[src/rtl/ps2_rx_if.sv]
// ps2_rx_if: scan-code handshake and status pulses between the PS/2 receiver
// and the keyboard decoder.
interface ps2_rx_if;
    logic [7:0] code;
    logic       code_valid;
    logic       code_ready;
    logic       parity_err;
    logic       frame_err;
    logic       overrun;

    // Receiver side: produces bytes and status pulses.
    modport master (
        output code, code_valid, parity_err, frame_err, overrun,
        input  code_ready
    );

    // Decoder side: consumes bytes.
    modport slave (
        input  code, code_valid, parity_err, frame_err, overrun,
        output code_ready
    );
endinterface

[src/rtl/ps2_rx.sv]
// ps2_rx: PS/2 device-to-host receiver. Synchronises the raw PS/2 lines,
// deframes 11-bit frames (start, 8 data LSB-first, odd parity, stop) and hands
// good bytes to the decoder over a valid/ready handshake.
// Optional macro PS2_RX_FIFO_EN: replaces the single holding register with a
// FIFO_DEPTH-entry first-word-fall-through FIFO.
module ps2_rx #(
    parameter int TIMEOUT_CYCLES = 50000,
    parameter int FIFO_DEPTH     = 4
) (
    input  logic     CLOCK_50,
    input  logic     resetn,
    input  logic     ps2_clk,
    input  logic     ps2_dat,
    ps2_rx_if.master bus
);
    localparam int TW = $clog2(TIMEOUT_CYCLES);

    typedef enum logic [1:0] {IDLE, DATA, PARITY, STOP} state_t;

    logic [1:0]    clk_s, dat_s;
    logic          clk_d;
    logic          fe, dat;
    state_t        state, state_n;
    logic [2:0]    bitcnt, bitcnt_n;
    logic [TW-1:0] tcnt, tcnt_n;
    logic [7:0]    sh, sh_n;
    logic          par_ok, par_ok_n;
    logic          push, perr_c, ferr_c;
    logic          perr_q, ferr_q;

    // Two-flop synchronisers; idle-high reset so no false edge leaves reset.
    always_ff @(posedge CLOCK_50) begin
        if (!resetn) begin
            clk_s <= 2'b11;
            dat_s <= 2'b11;
            clk_d <= 1'b1;
        end else begin
            clk_s <= {clk_s[0], ps2_clk};
            dat_s <= {dat_s[0], ps2_dat};
            clk_d <= clk_s[1];
        end
    end

    assign fe  = clk_d & ~clk_s[1];
    assign dat = dat_s[1];

    // Deframer state, shift register, counters and registered error pulses.
    always_ff @(posedge CLOCK_50) begin
        if (!resetn) begin
            state  <= IDLE;
            bitcnt <= '0;
            tcnt   <= '0;
            sh     <= '0;
            par_ok <= 1'b0;
            perr_q <= 1'b0;
            ferr_q <= 1'b0;
        end else begin
            state  <= state_n;
            bitcnt <= bitcnt_n;
            tcnt   <= tcnt_n;
            sh     <= sh_n;
            par_ok <= par_ok_n;
            perr_q <= perr_c;
            ferr_q <= ferr_c;
        end
    end

    // Next-state logic; a timeout overrides whatever the frame state wanted.
    always_comb begin
        state_n  = state;
        bitcnt_n = bitcnt;
        sh_n     = sh;
        par_ok_n = par_ok;
        push     = 1'b0;
        perr_c   = 1'b0;
        ferr_c   = 1'b0;
        tcnt_n   = '0;
        if (state != IDLE && !fe)
            tcnt_n = tcnt + 1'b1;

        case (state)
            IDLE: if (fe) begin
                if (!dat) begin
                    state_n  = DATA;
                    bitcnt_n = '0;
                end else begin
                    ferr_c = 1'b1;
                end
            end
            DATA: if (fe) begin
                sh_n     = {dat, sh[7:1]};
                bitcnt_n = bitcnt + 1'b1;
                if (bitcnt == 3'd7)
                    state_n = PARITY;
            end
            PARITY: if (fe) begin
                par_ok_n = ^sh ^ dat;
                state_n  = STOP;
            end
            STOP: if (fe) begin
                state_n = IDLE;
                if (!dat)
                    ferr_c = 1'b1;
                else if (par_ok)
                    push = 1'b1;
                else
                    perr_c = 1'b1;
            end
            default: state_n = IDLE;
        endcase

        if (state != IDLE && !fe && tcnt == TW'(TIMEOUT_CYCLES - 1)) begin
            state_n = IDLE;
            tcnt_n  = '0;
            ferr_c  = 1'b1;
        end
    end

    assign bus.parity_err = perr_q;
    assign bus.frame_err  = ferr_q;

`ifdef PS2_RX_FIFO_EN
    localparam int AW = $clog2(FIFO_DEPTH);

    logic [7:0]  mem [FIFO_DEPTH];
    logic [AW:0] wp, rp;
    logic        empty, full, pop, wr, ovr_q;

    assign empty = (wp == rp);
    assign full  = (wp[AW] != rp[AW]) && (wp[AW-1:0] == rp[AW-1:0]);
    assign pop   = !empty && bus.code_ready;
    assign wr    = push && (!full || pop);

    // FWFT FIFO; a push into a full FIFO succeeds only alongside a pop.
    always_ff @(posedge CLOCK_50) begin
        if (!resetn) begin
            wp    <= '0;
            rp    <= '0;
            ovr_q <= 1'b0;
            for (int i = 0; i < FIFO_DEPTH; i++)
                mem[i] <= '0;
        end else begin
            ovr_q <= push && full && !pop;
            if (wr) begin
                mem[wp[AW-1:0]] <= sh;
                wp <= wp + 1'b1;
            end
            if (pop)
                rp <= rp + 1'b1;
        end
    end

    assign bus.code       = mem[rp[AW-1:0]];
    assign bus.code_valid = !empty;
    assign bus.overrun    = ovr_q;
`else
    logic [7:0] code_q;
    logic       vld_q, ovr_q;

    // Single holding register; a same-cycle handshake frees room for the push.
    always_ff @(posedge CLOCK_50) begin
        if (!resetn) begin
            code_q <= '0;
            vld_q  <= 1'b0;
            ovr_q  <= 1'b0;
        end else begin
            ovr_q <= 1'b0;
            if (push) begin
                if (vld_q && !bus.code_ready) begin
                    ovr_q <= 1'b1;
                end else begin
                    code_q <= sh;
                    vld_q  <= 1'b1;
                end
            end else if (vld_q && bus.code_ready) begin
                vld_q <= 1'b0;
            end
        end
    end

    assign bus.code       = code_q;
    assign bus.code_valid = vld_q;
    assign bus.overrun    = ovr_q;
`endif
endmodule

[src/flat_wrapper.sv]
// flat-port wrapper written by rule: the top's interface ports become plain ports
module ps2_rx_flat 
#(
    parameter int TIMEOUT_CYCLES = 50000,
    parameter int FIFO_DEPTH     = 4
)
  (CLOCK_50, resetn, ps2_clk, ps2_dat, bus_code, bus_code_valid, bus_parity_err, bus_frame_err, bus_overrun, bus_code_ready);
  ps2_rx_if bus_i ();
  input  logic CLOCK_50;
  input  logic resetn;
  input  logic ps2_clk;
  input  logic ps2_dat;
  output wire logic [$bits(bus_i.code)-1:0] bus_code;
  output wire logic [$bits(bus_i.code_valid)-1:0] bus_code_valid;
  output wire logic [$bits(bus_i.parity_err)-1:0] bus_parity_err;
  output wire logic [$bits(bus_i.frame_err)-1:0] bus_frame_err;
  output wire logic [$bits(bus_i.overrun)-1:0] bus_overrun;
  input wire logic [$bits(bus_i.code_ready)-1:0] bus_code_ready;
  assign bus_code = bus_i.code;
  assign bus_code_valid = bus_i.code_valid;
  assign bus_parity_err = bus_i.parity_err;
  assign bus_frame_err = bus_i.frame_err;
  assign bus_overrun = bus_i.overrun;
  assign bus_i.code_ready = bus_code_ready;
  ps2_rx #(.TIMEOUT_CYCLES(TIMEOUT_CYCLES), .FIFO_DEPTH(FIFO_DEPTH)) u_core (.CLOCK_50(CLOCK_50), .resetn(resetn), .ps2_clk(ps2_clk), .ps2_dat(ps2_dat), .bus(bus_i));
endmodule
[config.mk]
export PLATFORM = sky130hd
export DESIGN_NAME = ps2_rx_flat
export DESIGN_NICKNAME = d
export VERILOG_FILES = /design/src/rtl/ps2_rx_if.sv /design/src/rtl/ps2_rx.sv /design/src/flat_wrapper.sv
export SDC_FILE = /design/constraint.sdc
export NUM_CORES = 1
export LEC_CHECK = 0
export ABC_CLOCK_PERIOD_IN_PS = 1900
export BUFFER_PORTS_ARGS = -buffer_cell sky130_fd_sc_hd__buf_2
export CAP_MARGIN = 20
export CORE_AREA = 2 2 54 81
export CTS_CLUSTER_SIZE = 8
export DETAILED_ROUTE_END_ITERATION = 7
export DIE_AREA = 0 0 56 83
export PLACE_DENSITY_LB_ADDON = 0.05
export SLEW_MARGIN = 20
export SYNTH_ARGS = -nofsm -noshare
export SYNTH_HDL_FRONTEND = slang
export SYNTH_SLANG_ARGS = --single-unit
[constraint.sdc]
create_clock -name CLOCK_50 -period 1.9 [get_ports CLOCK_50]
set_input_delay 0.19 -clock CLOCK_50 [delete_from_list [all_inputs] [get_ports CLOCK_50]]
set_output_delay 0.19 -clock CLOCK_50 [all_outputs]
set_load 0.005 [all_outputs]
==> results.sh <==
export IMPL_outcome="finished, final reports clean"
export IMPL_slew_violations=0
export IMPL_gp_congestion=0.886
export IMPL_antenna_cells=0
export IMPL_dr_first_iter_drc_count=57
export IMPL_die_area_um2=4650
export IMPL_cts_buffers=5
export IMPL_clockBufferDepth=2
export IMPL_drive_above_1_share=0.150
export IMPL_clockRootBuffer="clkbuf_8"
export IMPL_ys_ff_latch=47
export IMPL_synth_ff_type="dfxtp_1"
export IMPL_final_nets=246
export IMPL_grt_antenna_before_repair=0
export IMPL_clkSlewWorstSetupHoldPaths_ns=0.08
export IMPL_synthesis_nets=225
export IMPL_htreeDepth=2
export IMPL_worst_slew_pin_slew_ns=0.450
export IMPL_grt_first_pass_wirelength_um=6710
export IMPL_fillers=366
export IMPL_powerDensity_nw_per_um2=752
export IMPL_critical_path_class="register to register"
export IMPL_fmax_mhz=579
export IMPL_cp_start_kind="register"
export IMPL_die_w_um=56
export IMPL_hold_viol=0
export IMPL_hold_class="input pin to register"
export IMPL_worst_path_max_fanout=8
export IMPL_max_cap_viol_count=0
export IMPL_synthCells=212
export IMPL_syn_to_final_growth_pct=11.2
export IMPL_coreArea_um2=3920
export IMPL_final_common_cell="dfxtp_1"
export IMPL_rsz0062_at_grt="false"
export IMPL_dp_hpwl_um=2940
export IMPL_gr_total_overflow=0
export IMPL_yosysTopAreaCell="dfxtp_1"
export IMPL_multi_input_area_um2=1070
export IMPL_yosysSeqAreaShare=0.453
export IMPL_routedWlPerCell_um=14.0
export IMPL_yosysWarnings=0
export IMPL_max_slew_margin=0.700
export IMPL_power_mw=1.74
export IMPL_p_leak_nw=0.979
export IMPL_grt_pass1_vias=1568
export IMPL_synthTopCellsByArea="dfxtp_1, mux2i_1, nor2_1"
export IMPL_tns_ns=0
export IMPL_r2r_slack_ns=0.17
export IMPL_synth_async_reset_ratio=0
export IMPL_setup_violations=0
export IMPL_drc=0
export IMPL_clk_latency_ns=0.29
export IMPL_io_pins=17
export IMPL_setup_slack_ns=0.174
export IMPL_grt_max_degree=17
export IMPL_antenna_left=0
export IMPL_postCtsHoldBufs=0
export IMPL_synth_edf_count=0
export IMPL_post_cts_setup_buffers=0
export IMPL_synth_area_um2=2080
export IMPL_min_period_over_period=0.909
export IMPL_track_usage=0.180
export IMPL_synth_area_per_cell_um2=9.79
export IMPL_synth_top_area_frac=0.453
export IMPL_wirelength_um=3880
export IMPL_via_per_inst=5.44
export IMPL_layout_cells_non_filler=278
export IMPL_rows=28
export IMPL_floorplan_initialDensity=0.529
export IMPL_vias=1513
export IMPL_clock_skew_ns=0.00408
export IMPL_layout_common_cells="dfxtp_1, nor2_1, mux2i_1"
export IMPL_dpl_cell_count=271
export IMPL_dr_pass1_iters=4
export IMPL_place_ws_ns=0.215
export IMPL_max_vdd_ir_drop_uv=824
export IMPL_port_buffers=16
export IMPL_cts_tree="built"
export IMPL_clkSinkCount=47
export IMPL_holdWs_ns=0.0724
export IMPL_crit_arrival_ns=1.91
export IMPL_worstSetupEndpointType="register"
export IMPL_register_area_um2=941
export IMPL_period_needed_ns=1.73
export IMPL_crit_required_ns=2.08
export IMPL_ys_types=41
export IMPL_die_height_um=83
[per-stage QoR]
step	utilization	instance area, um2
floorplan	-	2080
global placement	0.561	2200
detailed placement	0.561	2200
CTS	0.588	2310
global route	0.588	2310
finish	0.588	2310
[synthesized netlist by cell type (2+ instances only)]
cell,count
nand2b_1,6
o21ai_0,3
xnor2_1,9
and3_1,3
o2111ai_1,2
a21oi_1,5
and4_1,2
xor2_1,9
inv_1,5
nand4_1,8
nand3_2,2
ha_1,8
buf_6,2
buf_2,2
nor4_1,3
nand2_1,11
clkbuf_1,2
nor2b_1,3
nand3_1,7
dfxtp_1,47
nor3_1,5
nor2_1,33
mux2i_1,17
[registers in the layout, summed over array words and instances (netlist names)]
name / flops
u_core.tcnt: 16
u_core.bus.code: 8
u_core.sh: 8
u_core.bitcnt: 3
u_core.clk_s: 2
u_core.dat_s: 2
u_core.state: 2
u_core.bus.code_valid: 1
u_core.bus.frame_err: 1
u_core.bus.overrun: 1
u_core.bus.parity_err: 1
u_core.clk_d: 1
u_core.par_ok: 1
[layer usage]
metal | up-vias | track usage | wire length (um)
met5 | - | 0 | 0
met4 | 0 | 0.0909 | 118
met3 | 12 | 0.0405 | 86
met2 | 20 | 0.340 | 2160
met1 | 702 | 0.175 | 1520
li1 | 779 | - | -
[path summary, 6_finish.rpt]
path / start / end / cells past startpoint
worst min register to register: u_core.clk_s[0]$_SDFF_PN1_ / u_core.clk_s[1]$_SDFF_PN1_ / 1
worst max-delay path: u_core.state[0]$_SDFFE_PP0P_ / u_core.state[1]$_SDFFE_PP0P_ / 6
worst min-delay path: ps2_clk / u_core.clk_s[0]$_SDFF_PN1_ / 2
worst max register to register: u_core.state[0]$_SDFFE_PP0P_ / u_core.state[1]$_SDFFE_PP0P_ / 6
[what timing repair did]
| action | CTS | global route |
|---|---|---|
| endpoints found under the hold margin | 0 | 0 |
| gates resized for setup | 0 | 1 |
| setup endpoints to repair | 0 | 1 |
[area by class of cell]
| class | count | share of cell area |
|---|---|---|
| Clock inverter | 2 | 0.0163 |
| Clock buffer | 5 | 0.0298 |
| Sequential cell | 47 | 0.408 |
| Tap cell | 45 | 0.0244 |
| Inverter | 5 | 0.00813 |
| Multi-Input combinational cell | 153 | 0.463 |
| Timing Repair Buffer | 21 | 0.0509 |
[worst max-delay path: stages (launching register included)]
cell and delay (ns):
dfxtp_1 0.41, inv_1 0.11, ha_1 0.30, nor4_1 0.32, o221ai_1 0.22, mux2i_1 0.20, nor2_1 0.05
[power breakdown]
group / leakage [nW] / internal [mW] / switching [mW]
Clock: 0.0502 / 0.384 / 0.316
Combinational: 0.549 / 0.0173 / 0.0257
Sequential: 0.380 / 0.990 / 0.00252
Total: 0.979 / 1.39 / 0.344
[cell families (layout without fill, tap and decap cells)]
group / count (synthesis) / in the layout / synth area share
flip-flops: 47 / 47 / 0.453
AO/OA/AOI/OAI: 17 / 17 / 0.0561
AND/OR/NAND/NOR: 92 / 92 / 0.242
adder cells (fa/ha/maj): 8 / 8 / 0.0482
XOR/XNOR: 19 / 19 / 0.0868
buffers and inverters: 12 / 33 / 0.0320
multiplexers: 17 / 17 / 0.0820
Power figures use the tool's default switching activity.
